`src/rtl/controlador_cafe_param.sv`:
```
`default_nettype none
// ============================================================================
//  Module   : controlador_cafe_param
//  Purpose  : Top-level control FSM of a coffee machine. It heats the
//             thermoblock, unlocks operation with an access code (with a
//             retry lockout), serves one of N_SEL drinks with per-drink water
//             use and pump time, and tracks the reservoir level and refills.
//  Ports    : CLK, RST_N (async, active low)
//             power, codigo/codigo_valid, selecao, start, refill   (inputs)
//             termobloco, bomba, reservatorio, estado, erro,
//             bloqueado                                            (outputs)
//  Revision : 1.0  initial release
// ============================================================================
module controlador_cafe_param #(
    parameter int                CODE_W    = 7,
    parameter logic [CODE_W-1:0] CODE      = 7'd17,
    parameter int                SEL_W     = 2,
    parameter int                N_SEL     = 4,
    parameter int                HEAT_CYC  = 5,
    parameter int                POUR_CYC  = 3,
    parameter int                LEVEL_W   = 4,
    parameter int                LEVEL_MAX = 15,
    parameter int                MAX_TRIES = 3,
    parameter int                LOCK_CYC  = 10
) (
    input  logic               CLK,
    input  logic               RST_N,
    input  logic               power,
    input  logic [CODE_W-1:0]  codigo,
    input  logic               codigo_valid,
    input  logic [SEL_W-1:0]   selecao,
    input  logic               start,
    input  logic               refill,
    output logic               termobloco,
    output logic               bomba,
    output logic [LEVEL_W-1:0] reservatorio,
    output logic [3:0]         estado,
    output logic               erro,
    output logic               bloqueado
);

    localparam int HEAT_W = $clog2(HEAT_CYC + 1);
    localparam int LOCK_W = $clog2(LOCK_CYC + 1);
    localparam int POUR_W = $clog2(N_SEL * POUR_CYC + 1);
    localparam int TRY_W  = $clog2(MAX_TRIES + 1);

    localparam logic [HEAT_W-1:0]  c_heat_last = HEAT_W'(HEAT_CYC - 1);
    localparam logic [LOCK_W-1:0]  c_lock_last = LOCK_W'(LOCK_CYC - 1);
    localparam logic [TRY_W-1:0]   c_tries_max = TRY_W'(MAX_TRIES);
    localparam logic [LEVEL_W-1:0] c_level_max = LEVEL_W'(LEVEL_MAX);
    localparam logic [SEL_W:0]     c_n_sel     = (SEL_W + 1)'(N_SEL);

    typedef enum logic [3:0] {
        ST_OFF      = 4'd0,
        ST_AQUECER  = 4'd1,
        ST_ESPERA   = 4'd2,
        ST_BLOQUEIO = 4'd3,
        ST_SELECAO  = 4'd4,
        ST_SERVIR   = 4'd5,
        ST_FIM      = 4'd6,
        ST_SEM_AGUA = 4'd7
    } state_t;

    state_t               r_state;
    state_t               w_next_state;
    logic [HEAT_W-1:0]    r_heat_cnt;
    logic [LOCK_W-1:0]    r_lock_cnt;
    logic [POUR_W-1:0]    r_pour_cnt;
    logic [TRY_W-1:0]     r_tries;
    logic [TRY_W-1:0]     w_tries_next;
    logic [TRY_W-1:0]     w_tries_inc;
    logic [LEVEL_W-1:0]   r_level;
    logic [LEVEL_W-1:0]   w_level_next;
    logic [LEVEL_W-1:0]   w_level_eff;
    logic [LEVEL_W-1:0]   w_need;
    logic [SEL_W-1:0]     r_sel;
    logic [SEL_W-1:0]     w_sel_next;
    logic [POUR_W-1:0]    w_pour_last;
    logic                 r_start_prev;
    logic                 w_start_rise;
    logic                 w_sel_ok;
    logic                 w_erro_pulse;
    logic                 r_termobloco;
    logic                 r_bomba;
    logic                 r_erro;
    logic                 r_bloqueado;

    // Refill is ignored while pouring; elsewhere it takes effect before the
    // level check so a simultaneous start sees a full reservoir.
    assign w_level_eff  = (refill && (r_state != ST_SERVIR)) ? c_level_max : r_level;
    assign w_start_rise = start && !r_start_prev;
    assign w_sel_ok     = {1'b0, selecao} < c_n_sel;
    assign w_need       = LEVEL_W'(selecao) + LEVEL_W'(1);
    assign w_tries_inc  = r_tries + TRY_W'(1);
    assign w_pour_last  = (POUR_W'(r_sel) + POUR_W'(1)) * POUR_W'(POUR_CYC) - POUR_W'(1);

    always_comb begin
        w_next_state = r_state;
        w_tries_next = r_tries;
        w_level_next = w_level_eff;
        w_sel_next   = r_sel;
        w_erro_pulse = 1'b0;

        case (r_state)
            ST_OFF: begin
                if (power) w_next_state = ST_AQUECER;
            end
            ST_AQUECER: begin
                if (r_heat_cnt == c_heat_last) w_next_state = ST_ESPERA;
            end
            ST_ESPERA: begin
                if (codigo_valid) begin
                    if (codigo == CODE) begin
                        w_tries_next = '0;
                        w_next_state = ST_SELECAO;
                    end else begin
                        w_erro_pulse = 1'b1;
                        w_tries_next = w_tries_inc;
                        if (w_tries_inc == c_tries_max) w_next_state = ST_BLOQUEIO;
                    end
                end
            end
            ST_BLOQUEIO: begin
                if (r_lock_cnt == c_lock_last) begin
                    w_tries_next = '0;
                    w_next_state = power ? ST_ESPERA : ST_OFF;
                end
            end
            ST_SELECAO: begin
                if (w_start_rise) begin
                    if (!w_sel_ok) begin
                        w_erro_pulse = 1'b1;
                    end else if (w_level_eff < w_need) begin
                        w_next_state = ST_SEM_AGUA;
                    end else begin
                        w_sel_next   = selecao;
                        w_level_next = w_level_eff - w_need;
                        w_next_state = ST_SERVIR;
                    end
                end
            end
            ST_SERVIR: begin
                if (r_pour_cnt == w_pour_last) w_next_state = ST_FIM;
            end
            ST_FIM: begin
                if (!start) w_next_state = ST_SELECAO;
            end
            ST_SEM_AGUA: begin
                if (refill) w_next_state = ST_SELECAO;
            end
            default: w_next_state = ST_OFF;
        endcase

        // Power loss overrides everything except the lockout, which must run
        // to completion. Level (including any refill) and tries are kept.
        if (!power && (r_state != ST_BLOQUEIO)) begin
            w_next_state = ST_OFF;
            w_tries_next = r_tries;
            w_level_next = w_level_eff;
            w_sel_next   = r_sel;
            w_erro_pulse = 1'b0;
        end
    end

    always_ff @(posedge CLK or negedge RST_N) begin
        if (!RST_N) begin
            r_state      <= ST_OFF;
            r_heat_cnt   <= '0;
            r_lock_cnt   <= '0;
            r_pour_cnt   <= '0;
            r_tries      <= '0;
            r_level      <= c_level_max;
            r_sel        <= '0;
            r_start_prev <= 1'b0;
            r_termobloco <= 1'b0;
            r_bomba      <= 1'b0;
            r_erro       <= 1'b0;
            r_bloqueado  <= 1'b0;
        end else begin
            r_state      <= w_next_state;
            r_tries      <= w_tries_next;
            r_level      <= w_level_next;
            r_sel        <= w_sel_next;
            r_start_prev <= start;
            // Each timer runs only while its state persists; any transition
            // (including a forced power-off) restarts it from zero.
            r_heat_cnt   <= (r_state == ST_AQUECER && w_next_state == ST_AQUECER)
                            ? r_heat_cnt + HEAT_W'(1) : '0;
            r_lock_cnt   <= (r_state == ST_BLOQUEIO && w_next_state == ST_BLOQUEIO)
                            ? r_lock_cnt + LOCK_W'(1) : '0;
            r_pour_cnt   <= (r_state == ST_SERVIR && w_next_state == ST_SERVIR)
                            ? r_pour_cnt + POUR_W'(1) : '0;
            // Outputs are registered from the next state so they change on
            // the edge that enters a state. The heater stays on in every
            // powered-up state so the block remains hot while serving.
            r_termobloco <= (w_next_state != ST_OFF);
            r_bomba      <= (w_next_state == ST_SERVIR);
            r_bloqueado  <= (w_next_state == ST_BLOQUEIO);
            r_erro       <= w_erro_pulse || (w_next_state == ST_SEM_AGUA);
        end
    end

    assign termobloco   = r_termobloco;
    assign bomba        = r_bomba;
    assign reservatorio = r_level;
    assign estado       = r_state;
    assign erro         = r_erro;
    assign bloqueado    = r_bloqueado;

endmodule
`default_nettype wire

```
`config.mk`:
```
export PLATFORM = sky130hd
export DESIGN_NAME = controlador_cafe_param
export DESIGN_NICKNAME = d
export VERILOG_FILES = /design/src/rtl/controlador_cafe_param.sv
export SDC_FILE = /design/constraint.sdc
export NUM_CORES = 1
export LEC_CHECK = 0
export BUFFER_PORTS_ARGS = -buffer_cell sky130_fd_sc_hd__buf_4
export CAP_MARGIN = 25
export CORE_ASPECT_RATIO = 1.2
export CORE_MARGIN = 4
export CORE_UTILIZATION = 56
export DETAILED_ROUTE_END_ITERATION = 12
export GPL_TIMING_DRIVEN = 0
export PLACE_DENSITY_LB_ADDON = 0.25
export SLEW_MARGIN = 10
export SYNTH_ARGS = -nofsm -noshare
export SYNTH_HDL_FRONTEND = slang
export SYNTH_SLANG_ARGS = --single-unit
```
`constraint.sdc`:
```
create_clock -name CLK -period 4.1 [get_ports CLK]
set_input_delay 0.41 -clock CLK [delete_from_list [all_inputs] [get_ports CLK]]
set_output_delay 0.41 -clock CLK [all_outputs]
set_load 0.05 [all_outputs]
```
==> metrics <==
most frequent cells in the layout buf_4, dfrtp_1, ha_1; # rows 22; Root Buffer clkbuf_4; Final Cycle Share between 70% and 80%; Max-Cap Viols 0; worst relative slew slack between 60 and 70%; post-synthesis register bit count 28; Synth cell types 53; Post-Route WL 3.38 mm; initial core utilization between 50% and 60%; commonest non-fill, non-tap cell in the layout buf_4; all-layer global routing usage roughly 18%; Hold Fails Final Rpt 0; io pins 27; syn nets 190; Peak supply drop around 0.17 mV; Seq/Total Area, Yosys 39.9%; Final setup viols 0; worst reg-to-reg path cell count 10; Max Fclk 322 MHz; Filler Cell Count about 240; first-pass GRT wire length 5.74 mm; Synth Area per Inst ~11 um2; CTS buffer count 3; CP Launch Type flop; Crit. End Element flop; antenna cells 0; drt first pass iters 5; chip width 59.3 um; routed len/inst around 15 um; Die Y 69.5 um; antenna violations before repair 0; hpwl dp around 2.7 mm; post-layout util ~67%; initial detailed-routing violation count 47; Worst Hold Depth 1; layout net count between 200 and 250; Synth Warn # 0; Max Slew Vio Count 0; H-tree depth 1; vias in the first global route approximately 1300; Worst-Skew Late Latency around 0.33 ns; Worst Path Max Fanout 10; share of cells above drive strength 1 32.3%; clock slew seen by the registers of the worst setup and hold paths 0.15 ns; Core Region about 3100 um2; DR DRC count 0; Tightest Pin Transition about 0.5 ns; status complete, no violations; Synth Cell Area between 1500 and 2000 um2; P per Cell Area ~220 nW/um2; total grt overflow 0; multi-input logic area approximately 960 um2; CTS tree yes; Setup Crit Path Kind reg -> reg; # resized after CTS 0; critical path data required time about 4.4 ns; Num Clock Sinks 28; via count roughly 1300; remaining antenna violation count 0; Post-synth EDFFs 0; Seq. cell area about 710 um2; Area growth syn-to-layout 15.7%; Final min period approximately 3.1 ns; Worst Hold Class in -> reg; Placer Congestion 0.783; Clock Path Buffers 2; Sum Neg Setup Slack 0 ns; post-synthesis cell count between 150 and 200; Port Buffers 26; Main synth FF type dfrtp_1; Leak between 0.8 and 0.9 nW; RSZ-0062 raised after global routing no; largest net degree at the start of global routing 29; die area 4120 um2; asr flop ratio synth 100%; Worst Path Arrival approximately 3.4 ns; Worst Clk Skew between 0.005 and 0.006 ns; Via density about 5.6
## cell type report
| type | instances | area share [%] |
|---|---|---|
| Multi-Input combinational cell | 115 | 47.1 |
| Inverter | 13 | 2.63 |
| Sequential cell | 28 | 34.5 |
| Buffer | 5 | 2.20 |
| Tap cell | 36 | 2.20 |
| Clock buffer | 4 | 1.29 |
| Timing Repair Buffer | 27 | 10.0 |
## report_power, final
part	switching, mW	internal, mW	total, mW
Sequential	0.00217	0.279	0.281
Clock	0.0822	0.0381	0.120
Combinational	0.0302	0.0227	0.0529
Total	0.115	0.340	0.454
## cell families after synthesis
kind of cell | count (synthesis) | share of synthesized area [%]
DFF | 28 | 39.9
AOI/OAI and AO/OA | 24 | 12.6
muxes | 2 | 1.20
buffers and inverters | 18 | 5.59
adders and majority gates | 14 | 10.3
other | 1 | 0.212
and+or+nand+nor | 65 | 25.6
xor gates and xnor gates | 9 | 4.46
## synthesized netlist by cell type, types with 3 or more instances
library cell  count  area, um2
dfrtp_1          24        601
ha_1             13        163
inv_1            12       45.0
nor2_1           10       37.5
nand2_1           9       33.8
nand3_1           6       30.0
nor3_1            6       30.0
o21ai_0           6       30.0
nor4_1            5       31.3
xor2_1            5       43.8
dfstp_2           4        105
xnor2_1           4       35.0
a21oi_1           3       15.0
buf_4             3       22.5
or2_2             3       18.8
## critical path, stage by stage (launching register included)
cell       delay (ns)
dfrtp_1          0.45
buf_4            0.24
nand4bb_4        0.17
and2_1           0.24
or2_2            0.33
fa_1             0.47
a21o_1           0.20
a211oi_2         0.33
a22oi_2          0.18
and2_4           0.22
o311ai_2         0.20
## repair_timing
action / CTS / global route
endpoints found under the hold margin: 24 / 0
setup endpoints to repair: 0 / 0
hold buffers: 1 / 0
buffers inserted: 0 / 0
## state kept, by name (all words and copies together) (netlist names)
register,cells
estado,4
r_lock_cnt,4
r_pour_cnt,4
reservatorio,4
r_heat_cnt,3
r_sel,2
r_tries,2
bloqueado,1
bomba,1
erro,1
r_start_prev,1
termobloco,1
## layer usage
metal	routed length, um	GRT usage (%)
met5	0	0
met4	43	4.53
met3	80	1.68
met2	1830	31.0
met1	1430	22.2
## metrics by stage
stage	hold slack (ns)	std cells	instance area [um2]	setup slack, ns	power [mW]
floorplan	0.114	161	1770	0.896	0.313
global placement	0.343	223	2010	1.04	0.337
detailed placement	0.352	223	2010	1.02	0.339
CTS	0.188	228	2040	0.988	0.457
global route	0.175	228	2040	0.785	0.474
finish	0.188	228	2040	0.997	0.454
## worst paths after layout
path / from / slack, ns / end
max reg2reg: estado[0] / 1.0 / termobloco
min reg2reg: r_heat_cnt[0] / 0.48 / r_heat_cnt[0]
min: start / 0.19 / r_start_prev
max: estado[0] / 1.0 / termobloco
max in group asynchronous: RST_N / 3.27 / reservatorio[1]
min in group asynchronous: RST_N / 0.51 / bomba
No activity file was read; power rests on OpenSTA's default activity.
